--- src/rtl/tt_um_hoene_frame_controller.sv ---
// -----------------------------------------------------------------------------
// tt_um_hoene_frame_controller
//
// Frame sequencer for the smart LED chain. Takes the decoded bit stream from
// the sync stage and walks one frame: address, command, RGB payload and, when
// built with PARITY_EN defined, a trailing even-parity bit. Colour values reach
// the LED registers only when a frame is addressed to this device (or is a
// broadcast) and completes without error.
//
// Build option: define PARITY_EN to append and check one even-parity bit.
//
// Ports
//   clk          system clock
//   rst_n        asynchronous active-low reset
//   in_clk       one-cycle bit strobe, in_data valid in the same cycle
//   in_data      decoded bit, MSB-first
//   in_sync      high while the decoder is locked to a frame
//   in_error     decoder error, sampled every cycle
//   dev_addr     device address, latched at frame start
//   led_red/green/blue  committed colour values
//   update       one-cycle pulse when the led_* registers change
//   busy         high whenever the FSM is not idle
//   frame_error  sticky error flag, cleared at the next frame start
//   state        current FSM state (debug)
// -----------------------------------------------------------------------------
module tt_um_hoene_frame_controller #(
  parameter int ADDR_W  = 6,
  parameter int COLOR_W = 8
) (
  input  logic               clk,
  input  logic               rst_n,
  input  logic               in_clk,
  input  logic               in_data,
  input  logic               in_sync,
  input  logic               in_error,
  input  logic [ADDR_W-1:0]  dev_addr,
  output logic [COLOR_W-1:0] led_red,
  output logic [COLOR_W-1:0] led_green,
  output logic [COLOR_W-1:0] led_blue,
  output logic               update,
  output logic               busy,
  output logic               frame_error,
  output logic [2:0]         state
);

  localparam int PAY_W = 3 * COLOR_W;
  localparam logic [4:0] ADDR_LAST = 5'(ADDR_W - 1);
  localparam logic [4:0] CMD_LAST  = 5'd1;
  localparam logic [4:0] PAY_LAST  = 5'(PAY_W - 1);

  typedef enum logic [2:0] {
    ST_IDLE    = 3'd0,
    ST_ADDR    = 3'd1,
    ST_CMD     = 3'd2,
    ST_PAYLOAD = 3'd3,
    ST_PARITY  = 3'd4,
    ST_COMMIT  = 3'd5,
    ST_WAIT    = 3'd6
  } state_t;

  // State that follows the last command/payload bit.
`ifdef PARITY_EN
  localparam state_t ST_TAIL = ST_PARITY;
`else
  localparam state_t ST_TAIL = ST_COMMIT;
`endif

  // Running even-parity accumulator step.
  function automatic logic parity_acc(input logic acc, input logic bit_in);
    return acc ^ bit_in;
  endfunction

  // Commands that carry an RGB payload (SET and SET_BCAST).
  function automatic logic is_payload_cmd(input logic [1:0] cmd);
    return (cmd == 2'b01) || (cmd == 2'b10);
  endfunction

  state_t               state_r;
  state_t               state_next_s;
  logic                 busy_r;
  logic [ADDR_W-1:0]    dev_addr_r;
  logic [ADDR_W-1:0]    addr_r;
  logic [1:0]           cmd_r;
  logic [PAY_W-1:0]     shadow_r;
  logic [4:0]           bit_cnt_r;
  logic                 frame_error_r;
  logic [COLOR_W-1:0]   led_red_r;
  logic [COLOR_W-1:0]   led_green_r;
  logic [COLOR_W-1:0]   led_blue_r;
  logic                 update_r;
`ifdef PARITY_EN
  logic                 par_r;
  logic                 parity_bad_s;
`endif

  logic in_field_s;
  logic field_last_s;
  logic start_s;
  logic commit_s;
  logic bit_ok_s;
  logic abort_s;
  logic err_s;
  logic shift_s;
  logic match_s;

  // State register; busy tracks the registered state so it is glitch-free.
  always_ff @(posedge clk or negedge rst_n) begin
    if (!rst_n) begin
      state_r <= ST_IDLE;
      busy_r  <= 1'b0;
    end else begin
      state_r <= state_next_s;
      busy_r  <= (state_next_s != ST_IDLE);
    end
  end

  // Next-state logic: errors take priority over a bit strobe in the same cycle.
  always_comb begin
    state_next_s = state_r;
    case (state_r)
      ST_IDLE: begin
        if (in_sync) state_next_s = ST_ADDR;
        else         state_next_s = ST_IDLE;
      end
      ST_ADDR, ST_CMD, ST_PAYLOAD, ST_PARITY: begin
        if (err_s) begin
          state_next_s = ST_WAIT;
        end else if (shift_s && field_last_s) begin
          case (state_r)
            ST_ADDR:    state_next_s = ST_CMD;
            ST_CMD: begin
              if (is_payload_cmd({cmd_r[0], in_data})) state_next_s = ST_PAYLOAD;
              else                                     state_next_s = ST_TAIL;
            end
            ST_PAYLOAD: state_next_s = ST_TAIL;
            ST_PARITY:  state_next_s = ST_COMMIT;
            default:    state_next_s = ST_WAIT;
          endcase
        end else begin
          state_next_s = state_r;
        end
      end
      ST_COMMIT: state_next_s = ST_WAIT;
      ST_WAIT: begin
        if (!in_sync) state_next_s = ST_IDLE;
        else          state_next_s = ST_WAIT;
      end
      default: state_next_s = ST_IDLE;
    endcase
  end

  // Output/control decode: field bookkeeping, error detection and commit match.
  always_comb begin
    in_field_s   = 1'b0;
    field_last_s = 1'b0;
    start_s      = 1'b0;
    commit_s     = 1'b0;
    case (state_r)
      ST_IDLE:    start_s = in_sync;
      ST_ADDR: begin
        in_field_s   = 1'b1;
        field_last_s = (bit_cnt_r == ADDR_LAST);
      end
      ST_CMD: begin
        in_field_s   = 1'b1;
        field_last_s = (bit_cnt_r == CMD_LAST);
      end
      ST_PAYLOAD: begin
        in_field_s   = 1'b1;
        field_last_s = (bit_cnt_r == PAY_LAST);
      end
      ST_PARITY: begin
        in_field_s   = 1'b1;
        field_last_s = 1'b1;
      end
      ST_COMMIT:  commit_s = 1'b1;
      default:    commit_s = 1'b0;
    endcase
    bit_ok_s = in_clk & in_sync & ~in_error;
    abort_s  = in_field_s & (in_error | ~in_sync);
`ifdef PARITY_EN
    // Even parity: accumulated frame bits XOR the P bit must be zero.
    parity_bad_s = (state_r == ST_PARITY) & bit_ok_s & parity_acc(par_r, in_data);
    err_s        = abort_s | parity_bad_s;
`else
    err_s        = abort_s;
`endif
    shift_s = in_field_s & bit_ok_s & ~err_s;
    match_s = (addr_r == dev_addr_r) || (cmd_r == 2'b10);
  end

  // Frame capture: address latch, field shift registers, bit counter, error flag.
  always_ff @(posedge clk or negedge rst_n) begin
    if (!rst_n) begin
      dev_addr_r    <= {ADDR_W{1'b0}};
      addr_r        <= {ADDR_W{1'b0}};
      cmd_r         <= 2'b00;
      shadow_r      <= {PAY_W{1'b0}};
      bit_cnt_r     <= 5'd0;
      frame_error_r <= 1'b0;
`ifdef PARITY_EN
      par_r         <= 1'b0;
`endif
    end else if (start_s) begin
      dev_addr_r    <= dev_addr;
      bit_cnt_r     <= 5'd0;
      frame_error_r <= 1'b0;
`ifdef PARITY_EN
      par_r         <= 1'b0;
`endif
    end else if (err_s) begin
      frame_error_r <= 1'b1;
      bit_cnt_r     <= 5'd0;
    end else if (shift_s) begin
`ifdef PARITY_EN
      par_r <= parity_acc(par_r, in_data);
`endif
      if (field_last_s) bit_cnt_r <= 5'd0;
      else              bit_cnt_r <= bit_cnt_r + 5'd1;
      case (state_r)
        ST_ADDR:    addr_r   <= {addr_r[ADDR_W-2:0], in_data};
        ST_CMD:     cmd_r    <= {cmd_r[0], in_data};
        ST_PAYLOAD: shadow_r <= {shadow_r[PAY_W-2:0], in_data};
        default:    cmd_r    <= cmd_r;
      endcase
    end
  end

  // Commit: the LED registers only ever load a complete shadow word or zero.
  always_ff @(posedge clk or negedge rst_n) begin
    if (!rst_n) begin
      led_red_r   <= {COLOR_W{1'b0}};
      led_green_r <= {COLOR_W{1'b0}};
      led_blue_r  <= {COLOR_W{1'b0}};
      update_r    <= 1'b0;
    end else if (commit_s && match_s && is_payload_cmd(cmd_r)) begin
      led_red_r   <= shadow_r[PAY_W-1 -: COLOR_W];
      led_green_r <= shadow_r[2*COLOR_W-1 -: COLOR_W];
      led_blue_r  <= shadow_r[COLOR_W-1:0];
      update_r    <= 1'b1;
    end else if (commit_s && match_s && (cmd_r == 2'b11)) begin
      led_red_r   <= {COLOR_W{1'b0}};
      led_green_r <= {COLOR_W{1'b0}};
      led_blue_r  <= {COLOR_W{1'b0}};
      update_r    <= 1'b1;
    end else begin
      update_r    <= 1'b0;
    end
  end

  assign led_red     = led_red_r;
  assign led_green   = led_green_r;
  assign led_blue    = led_blue_r;
  assign update      = update_r;
  assign busy        = busy_r;
  assign frame_error = frame_error_r;
  assign state       = state_r;

endmodule

--- config.mk ---
export PLATFORM = sky130hd
export DESIGN_NAME = tt_um_hoene_frame_controller
export DESIGN_NICKNAME = d
export VERILOG_FILES = /design/src/rtl/tt_um_hoene_frame_controller.sv
export SDC_FILE = /design/constraint.sdc
export NUM_CORES = 1
export LEC_CHECK = 0
export ABC_CLOCK_PERIOD_IN_PS = 4200
export CAP_MARGIN = 20
export CORE_MARGIN = 3
export CORE_UTILIZATION = 32
export DETAILED_ROUTE_END_ITERATION = 6
export HOLD_SLACK_MARGIN = 0.02
export PLACE_DENSITY = 0.53
export SLEW_MARGIN = 10
export SYNTH_ARGS = -nofsm -noshare
export SYNTH_HDL_FRONTEND = slang
export SYNTH_SLANG_ARGS = --single-unit
--- constraint.sdc ---
create_clock -name clk -period 4.2 [get_ports clk]
set_input_delay 0.63 -clock clk [delete_from_list [all_inputs] [get_ports clk]]
set_output_delay 0.63 -clock clk [all_outputs]
set_load 0.01 [all_outputs]
==> flow_summary_export.csv <==
group,metric,value,unit
pwr,worst_ir_drop_vdd,178,uV
pwr,power,0.00172,W
drt,num_vias,1953,
pwr,p_sw_frac,0.312,
global_route,maximum_number_of_pins_on_one_net_before_global_route_repair,39,
clock_network,cts_num_sinks,73,
clock_network,cts_htree_levels,3,
global_route,grt-ovfl-total,0,
setup_path,rrSetupSlack,1.77,ns
global_route,grt_util_met1,0.160,
setup_path,cpLargestDelayFamily,"simple AND/OR/NAND/NOR gates",
finish,flow.area_growth_from_synthesis,23.9,%
die,core,9280,sq um
logic_synthesis,post_synth_and_or_nand_nor_area_fraction,0.0683,
finish,antenna_cells,0,
clock_network,cts_tree,"built",
setup_path,crit_path_end_kind,"flop",
sta,layout_min_cycle_time,2.44,ns
logic_synthesis,async_flop_share,1.00,
pwr,switchingPower,0.000536,W
pwr,share_clk_of_total_power,0.294,
flow_run,timing.max_cap.violations,0,
logic_synthesis,yosys_cell_types,37,
clock_network,cts.clk_slew.worst_paths,0.08,ns
sta,maxSlewHeadroom,0.437,
logic_synthesis,post_synth_xor_area_fraction,0.0258,
setup_path,cp.arrival,2.66,ns
drt,drt_first_pass_iters,4,
global_route,busiest_layer,"met2",
logic_synthesis,netlist_area,3060,sq um
setup_path,reg_to_reg_endpoint,"busy$_DFF_PN0_",
global_route,grt_util_met2,0.178,
setup_path,setup.worst_path.start_class,"input pin",
setup_path,worst_path_max_delay_cell,"sky130_fd_sc_hd__clkdlybuf4s50_1",
logic_synthesis,main_combinational_cell_family_by_area_after_synthesis,"multiplexers",
pwr,p_comb_frac,0.205,
logic_synthesis,yosys_top_cell_area_share,0.597,
logic_synthesis,proportion_of_synthesized_chip_area_in_sequential_cells,0.597,
setup_path,reg2regPathDepth,7,
logic_synthesis,yosys.cell_count.top_type,"sky130_fd_sc_hd__dfrtp_1",
placement,place_hpwl,3.79,mm
setup_path,crit_type,"input pin to flop",
die,number_of_placement_rows,35,
pwr,power_density,453,nW/um^2
global_route,antenna_violations_before_repair,0,
finish,nets,290,
global_route,global_route_usage_sum,0.121,
sta,achievable-frequency,409,MHz
logic_synthesis,synth_common_cells,"73 x sky130_fd_sc_hd__dfrtp_1, 38 x sky130_fd_sc_hd__mux2_2, 28 x sky130_fd_sc_hd__a22o_1",
sta,setup_viol_count_final,0,
die,die_y,104,um
logic_synthesis,synthesized_area_fraction_occupied_by_adder_cells,0.0123,
drt,detailedRoute.firstIterationViolations,70,
clock_network,cts-root-buf,"sky130_fd_sc_hd__clkbuf_8",
setup_path,worst_reg2reg_path_startpoint,"state[2]$_DFF_PN0_",
setup_path,number_of_buffers_and_inverters_on_the_critical_path,1,
die,floorplan.initialDensity,0.330,
sta,fin_crit_sh,0.582,
global_route,grt_pass1_wl,10.5,mm
min_path,hold_path.class,"input pin to asynchronous set/reset pin",
finish,layout-drive-gt1-share,0.221,
setup_path,critical_path.max_fanout,6,
logic_synthesis,number_of_synthesized_flops_with_an_enable_pin,0,
sta,setup_total_negative_slack,0,ns
pwr,power.internal,0.00118,W
sta,timing.final.max_slew_violations,0,
setup_path,cp_cell_sequence,"clkdlybuf4s50_1, nor2b_1, and4_4, and3_4, a31oi_4, mux2i_1, a221oi_1, or3_1",
global_route,grt_use_met3,0.0548,
die,die_footprint,10800,sq um
sta,count_of_endpoints_failing_hold_in_the_final_timing_report,0,
sta,finClkSkew,0.0114,ns
placement,place_congestion,0.768,
setup_path,slowest_delay,0.56,ns
placement,port_buffers,41,
die,num_io_pins,42,
sta,grt_setup_unrepaired,"false",
logic_synthesis,synth_compound_gate_area_share,0.132,
logic_synthesis,ys.flop_type,"sky130_fd_sc_hd__dfrtp_1",
clock_network,cts_max_path_buffers,2,
logic_synthesis,synth-seq-cells,73,
logic_synthesis,syn_avg_cell_area,13.4,sq um
logic_synthesis,synthDominantAreaCellType,"sky130_fd_sc_hd__dfrtp_1",
pwr,seq_power_share,0.501,
clock_network,count_of_instances_resized_after_the_clock_tree_is_built,0,
drt,via_per_inst,4.78,
status,run_status,"finished clean",
clock_network,number_of_setup_buffers_added_after_cts,0,
logic_synthesis,ys_top_cells_by_area,"sky130_fd_sc_hd__dfrtp_1 60%, sky130_fd_sc_hd__mux2_2 14%, sky130_fd_sc_hd__a22o_1 8.0%",
setup_path,worst_ep_required_time,4.42,ns
drt,detail_route.drc_violations,0,
logic_synthesis,synth_cells,228,
clock_network,cts_buffers,9,
finish,fillCellCount,911,
sta,tightest_slew,0.845,ns
die,die_x,104,um
logic_synthesis,syn-num-nets,243,
drt,wl,5.93,mm
global_route,via_count_of_the_first_global_routing_pass,2078,
clock_network,hold_buffers,0,
pwr,p_leak,1.73,nW
logic_synthesis,synth_warnings,0,
logic_synthesis,synth.area.mux_share,0.143,
drt,wl_per_cell,14.5,um
clock_network,clock_insertion_delay_worst_skew,0.35,ns
drt,ant_nets,0,
==> logic make-up after synthesis <==
| group | after synthesis |
|---|---|
| buffers and inverters | 15 |
| AND/OR/NAND/NOR | 38 |
| XOR/XNOR | 9 |
| adder cells (fa/ha/maj) | 3 |
| multiplexers | 39 |
| AO/OA/AOI/OAI | 51 |
| flip-flops | 73 |
==> placed cells by master (no fill, tap or decap), drive strengths merged, types with 2 or more instances in the layout <==
master,n
o21ai,7
inv,8
ha,3
or3,3
nand3b,2
xnor2,7
buf,5
and4,2
xor2,2
clkinvlp,2
a21oi,6
mux2,38
nor2,11
clkbuf,11
nand2b,2
a22o,28
nand2,6
a211oi,2
dfrtp,73
clkdlybuf4s50,40
nor3,2
nand4,2
nand3,4
==> per-layer routing <==
layer	wire [um]	part of all wire
met1	2790	0.47
met2	2690	0.45
met3	372	0.063
met4	69	0.012
met5	0	0
==> power groups by stage <==
stage	registers (W)	logic (W)	clock network [W]
finish	0.000862	0.000352	0.000505
global placement	0.000875	0.000354	0
global route	0.000877	0.000398	0.000562
floorplan	0.000842	0.000274	0
CTS	0.000863	0.000358	0.000529
detailed placement	0.000876	0.000354	0
==> metrics by stage <==
stage | cell area (sq um) | util | hold slack (ns) | worst slack [ns] | instances
3_5_place_dp | 3610 | 0.389 | 0.492 | 1.42 | 393
6_report | 3790 | 0.408 | 0.373 | 1.76 | 409
3_3_place_gp | 3610 | 0.389 | 0.483 | 1.49 | 393
4_1_cts | 3790 | 0.408 | 0.398 | 1.76 | 409
5_1_grt | 3790 | 0.408 | 0.423 | 1.62 | 409
2_1_floorplan | 3060 | - | 0.334 | 1.94 | 228
==> worst reg2reg max path, cell delays in order (launching register included) <==
cell,delay (ns)
sky130_fd_sc_hd__dfrtp_1,0.56
sky130_fd_sc_hd__or3_4,0.49
sky130_fd_sc_hd__and4_4,0.21
sky130_fd_sc_hd__and3_4,0.19
sky130_fd_sc_hd__a31oi_4,0.18
sky130_fd_sc_hd__nor2_1,0.06
sky130_fd_sc_hd__a311o_1,0.33
sky130_fd_sc_hd__or3_1,0.30
==> sequential cells by signal (all words and copies together), names as in the netlist, 2 cells and up <==
name        cells
addr_r          6
bit_cnt_r       5
cmd_r           2
dev_addr_r      6
led_blue        8
led_green       8
led_red         8
shadow_r       24
state           3
==> area by class of cell <==
class                      instances  area, sq um  share of cell area
clock buffer                      11          141              0.0373
clock inverter                     5         37.5             0.00990
inverter                           6         22.5             0.00594
multi-input combinational        140         1170               0.308
sequential                        73         1830               0.482
tap                              129          161              0.0426
timing repair buffer              45          435               0.115
==> worst max path at each step <==
stage / start / to / slack, ns / cells after the start
after floorplan: state[1]$_DFF_PN0_ / busy$_DFF_PN0_ / 1.94 / 8
final: in_sync / busy$_DFF_PN0_ / 1.76 / 8
after global placement: in_sync / busy$_DFF_PN0_ / 1.49 / 7
after global routing: state[0]$_DFF_PN0_ / busy$_DFF_PN0_ / 1.62 / 7
after detailed placement: in_sync / busy$_DFF_PN0_ / 1.42 / 7
after CTS: state[2]$_DFF_PN0_ / busy$_DFF_PN0_ / 1.76 / 7
Power figures use the tool's default switching activity.
==> edit: new RTL, config.mk and constraints unchanged <==
Register the inputs `in_sync`, `in_error` and `dev_addr` before use, without a reset. The logic sees them one clock later. The other inputs are not delayed to match. Comments in the files are not updated.
--- a/src/rtl/tt_um_hoene_frame_controller.sv
+++ b/src/rtl/tt_um_hoene_frame_controller.sv
@@ -58,6 +58,16 @@
     ST_WAIT    = 3'd6
   } state_t;
 
+  logic in_sync_q;
+  logic in_error_q;
+  logic [ADDR_W-1:0] dev_addr_q;
+
+  always_ff @(posedge clk) begin
+    in_sync_q  <= in_sync;
+    in_error_q <= in_error;
+    dev_addr_q <= dev_addr;
+  end
+
   // State that follows the last command/payload bit.
 `ifdef PARITY_EN
   localparam state_t ST_TAIL = ST_PARITY;
@@ -119,7 +129,7 @@
     state_next_s = state_r;
     case (state_r)
       ST_IDLE: begin
-        if (in_sync) state_next_s = ST_ADDR;
+        if (in_sync_q) state_next_s = ST_ADDR;
         else         state_next_s = ST_IDLE;
       end
       ST_ADDR, ST_CMD, ST_PAYLOAD, ST_PARITY: begin
@@ -142,7 +152,7 @@
       end
       ST_COMMIT: state_next_s = ST_WAIT;
       ST_WAIT: begin
-        if (!in_sync) state_next_s = ST_IDLE;
+        if (!in_sync_q) state_next_s = ST_IDLE;
         else          state_next_s = ST_WAIT;
       end
       default: state_next_s = ST_IDLE;
@@ -156,7 +166,7 @@
     start_s      = 1'b0;
     commit_s     = 1'b0;
     case (state_r)
-      ST_IDLE:    start_s = in_sync;
+      ST_IDLE:    start_s = in_sync_q;
       ST_ADDR: begin
         in_field_s   = 1'b1;
         field_last_s = (bit_cnt_r == ADDR_LAST);
@@ -176,8 +186,8 @@
       ST_COMMIT:  commit_s = 1'b1;
       default:    commit_s = 1'b0;
     endcase
-    bit_ok_s = in_clk & in_sync & ~in_error;
-    abort_s  = in_field_s & (in_error | ~in_sync);
+    bit_ok_s = in_clk & in_sync_q & ~in_error_q;
+    abort_s  = in_field_s & (in_error_q | ~in_sync_q);
 `ifdef PARITY_EN
     // Even parity: accumulated frame bits XOR the P bit must be zero.
     parity_bad_s = (state_r == ST_PARITY) & bit_ok_s & parity_acc(par_r, in_data);
@@ -202,7 +212,7 @@
       par_r         <= 1'b0;
 `endif
     end else if (start_s) begin
-      dev_addr_r    <= dev_addr;
+      dev_addr_r    <= dev_addr_q;
       bit_cnt_r     <= 5'd0;
       frame_error_r <= 1'b0;
 `ifdef PARITY_EN
Check against the original RTL: not equivalent (Yosys sat finds a counterexample within 4 cycles, from zero or initial values and one cycle with rst_n low).
==> edit against the unedited design <==
- sequential cell count up 8
- power up 18%
- setup slack worse by 0.0078 ns
- clock skew up 0.0011 ns
- sequential power up 10%
- hold slack worse by 0.26 ns
- final area up 7.6%
- routed wire length up 4.6%
- critical path depth down 4
- final cell count up 4.6%
- first-iteration DRC count up 2.9%
- synthesized area up 7.8%
- combinational power down 2%
- largest cell class unchanged
- synthesized cell count up 8.3%
==> edit: results (changes against the unedited design) <==
stage;metric;value;unit;change
outcome;outcome;finished clean;;
global_routing;grt_pass1_wl;10490;microns;about the same
global_routing;met1_usage;0.1635;;+0.003583
final_layout;multi_input_gates;151;;+7.9%
final_layout;fillers;948;;+4.1%
synth;synth-seq-area-share;0.6024;;+0.005535
routing;routed_wirelength;6197;microns;+4.6%
pwr;ir_worst_vdd;0.0002070;V;+16%
synth;synth_fa_ha_area_frac;0.01138;;-0.0008840
final_layout;buffers;43;;-4.4%
final_layout;clock_area_frac;0.06378;;+0.01659
placement;place.gp.congestion;0.7436;;-3.1%
global_routing;track_usage;0.1160;;-0.004752
pwr;p_leak;1.854;nW;+7.1%
final_layout;drive_gt1_frac;0.1695;;-0.05194
critical_path;arrival;2.67;ns;about the same
synth;synth_compound_area_frac;0.1089;;-0.02277
global_routing;grtUsageMet3;0.04259;;-0.01224
synth;async_reset_ff_frac;0.9012;;-0.09877
routing;vias;2063;;+5.6%
placement;dp_hpwl;4021;microns;+6.2%
sta;fin_skew;0.01245;ns;+0.001052 ns
pwr;comb_power_share;0.169;;-0.036
pwr;clkPwrFrac;0.363;;+0.069
final_layout;ff_latch_area;1987;sq um;+8.8%
final_layout;finalNetCount;305;;+5.2%
critical_path;r2r_cells;4;;-3
## edit: changes by cell type in the layout (fill, tap and decap cells not counted), sizes merged, moves of 4 or more
| cell | unedited run | this run |
|---|---|---|
| a22o | 28 | 24 |
| bufinv | 0 | 4 |
| dfxtp | 0 | 8 |
| inv | 8 | 4 |
| nand2 | 6 | 11 |
| nor2 | 11 | 5 |
| nor3 | 2 | 7 |
| or2 | 0 | 4 |
| xnor2 | 7 | 3 |
| xor2 | 2 | 6 |
## edit: worst max-delay path, stage by stage (launching register included)
cell and delay (ns):
dfrtp_1 0.64, nor2_1 0.21, nor4b_4 0.43, nand3_2 0.54, mux2_1 0.51
## edit: kinds of logic after synthesis
kind of cell / count (synthesis)
AND/OR/NAND/NOR: 56
buffers and inverters: 15
XOR/XNOR: 9
flip-flops: 81
AO/OA/AOI/OAI: 46
multiplexers: 37
adder cells (fa/ha/maj): 3
## edit: stage by stage
stage / hold WS (ns) / area, sq um / utilization / instances / setup WS, ns
after floorplan: 0.3344 / 3298 / - / 247 / 2.438
after global placement: 0.4426 / 3820 / 0.3855 / 412 / 1.472
after detailed placement: 0.4487 / 3820 / 0.3855 / 412 / 1.435
after CTS: 0.1023 / 4080 / 0.4117 / 428 / 1.754
after global routing: 0.09708 / 4080 / 0.4117 / 428 / 1.581
final: 0.1145 / 4080 / 0.4117 / 428 / 1.749
## edit: final timing paths
check	start	end	slack, ns
max in group asynchronous	rst_n	addr_r[1]	3.03
worst min-delay path	rst_n	led_green[5]	0.11
min in group clk	dev_addr_q[3]	dev_addr_r[3]	0.46
worst max-delay path	state[0]	shadow_r[21]	1.75
worst min register to register	dev_addr_q[3]	dev_addr_r[3]	0.46
worst max register to register	state[0]	shadow_r[21]	1.75
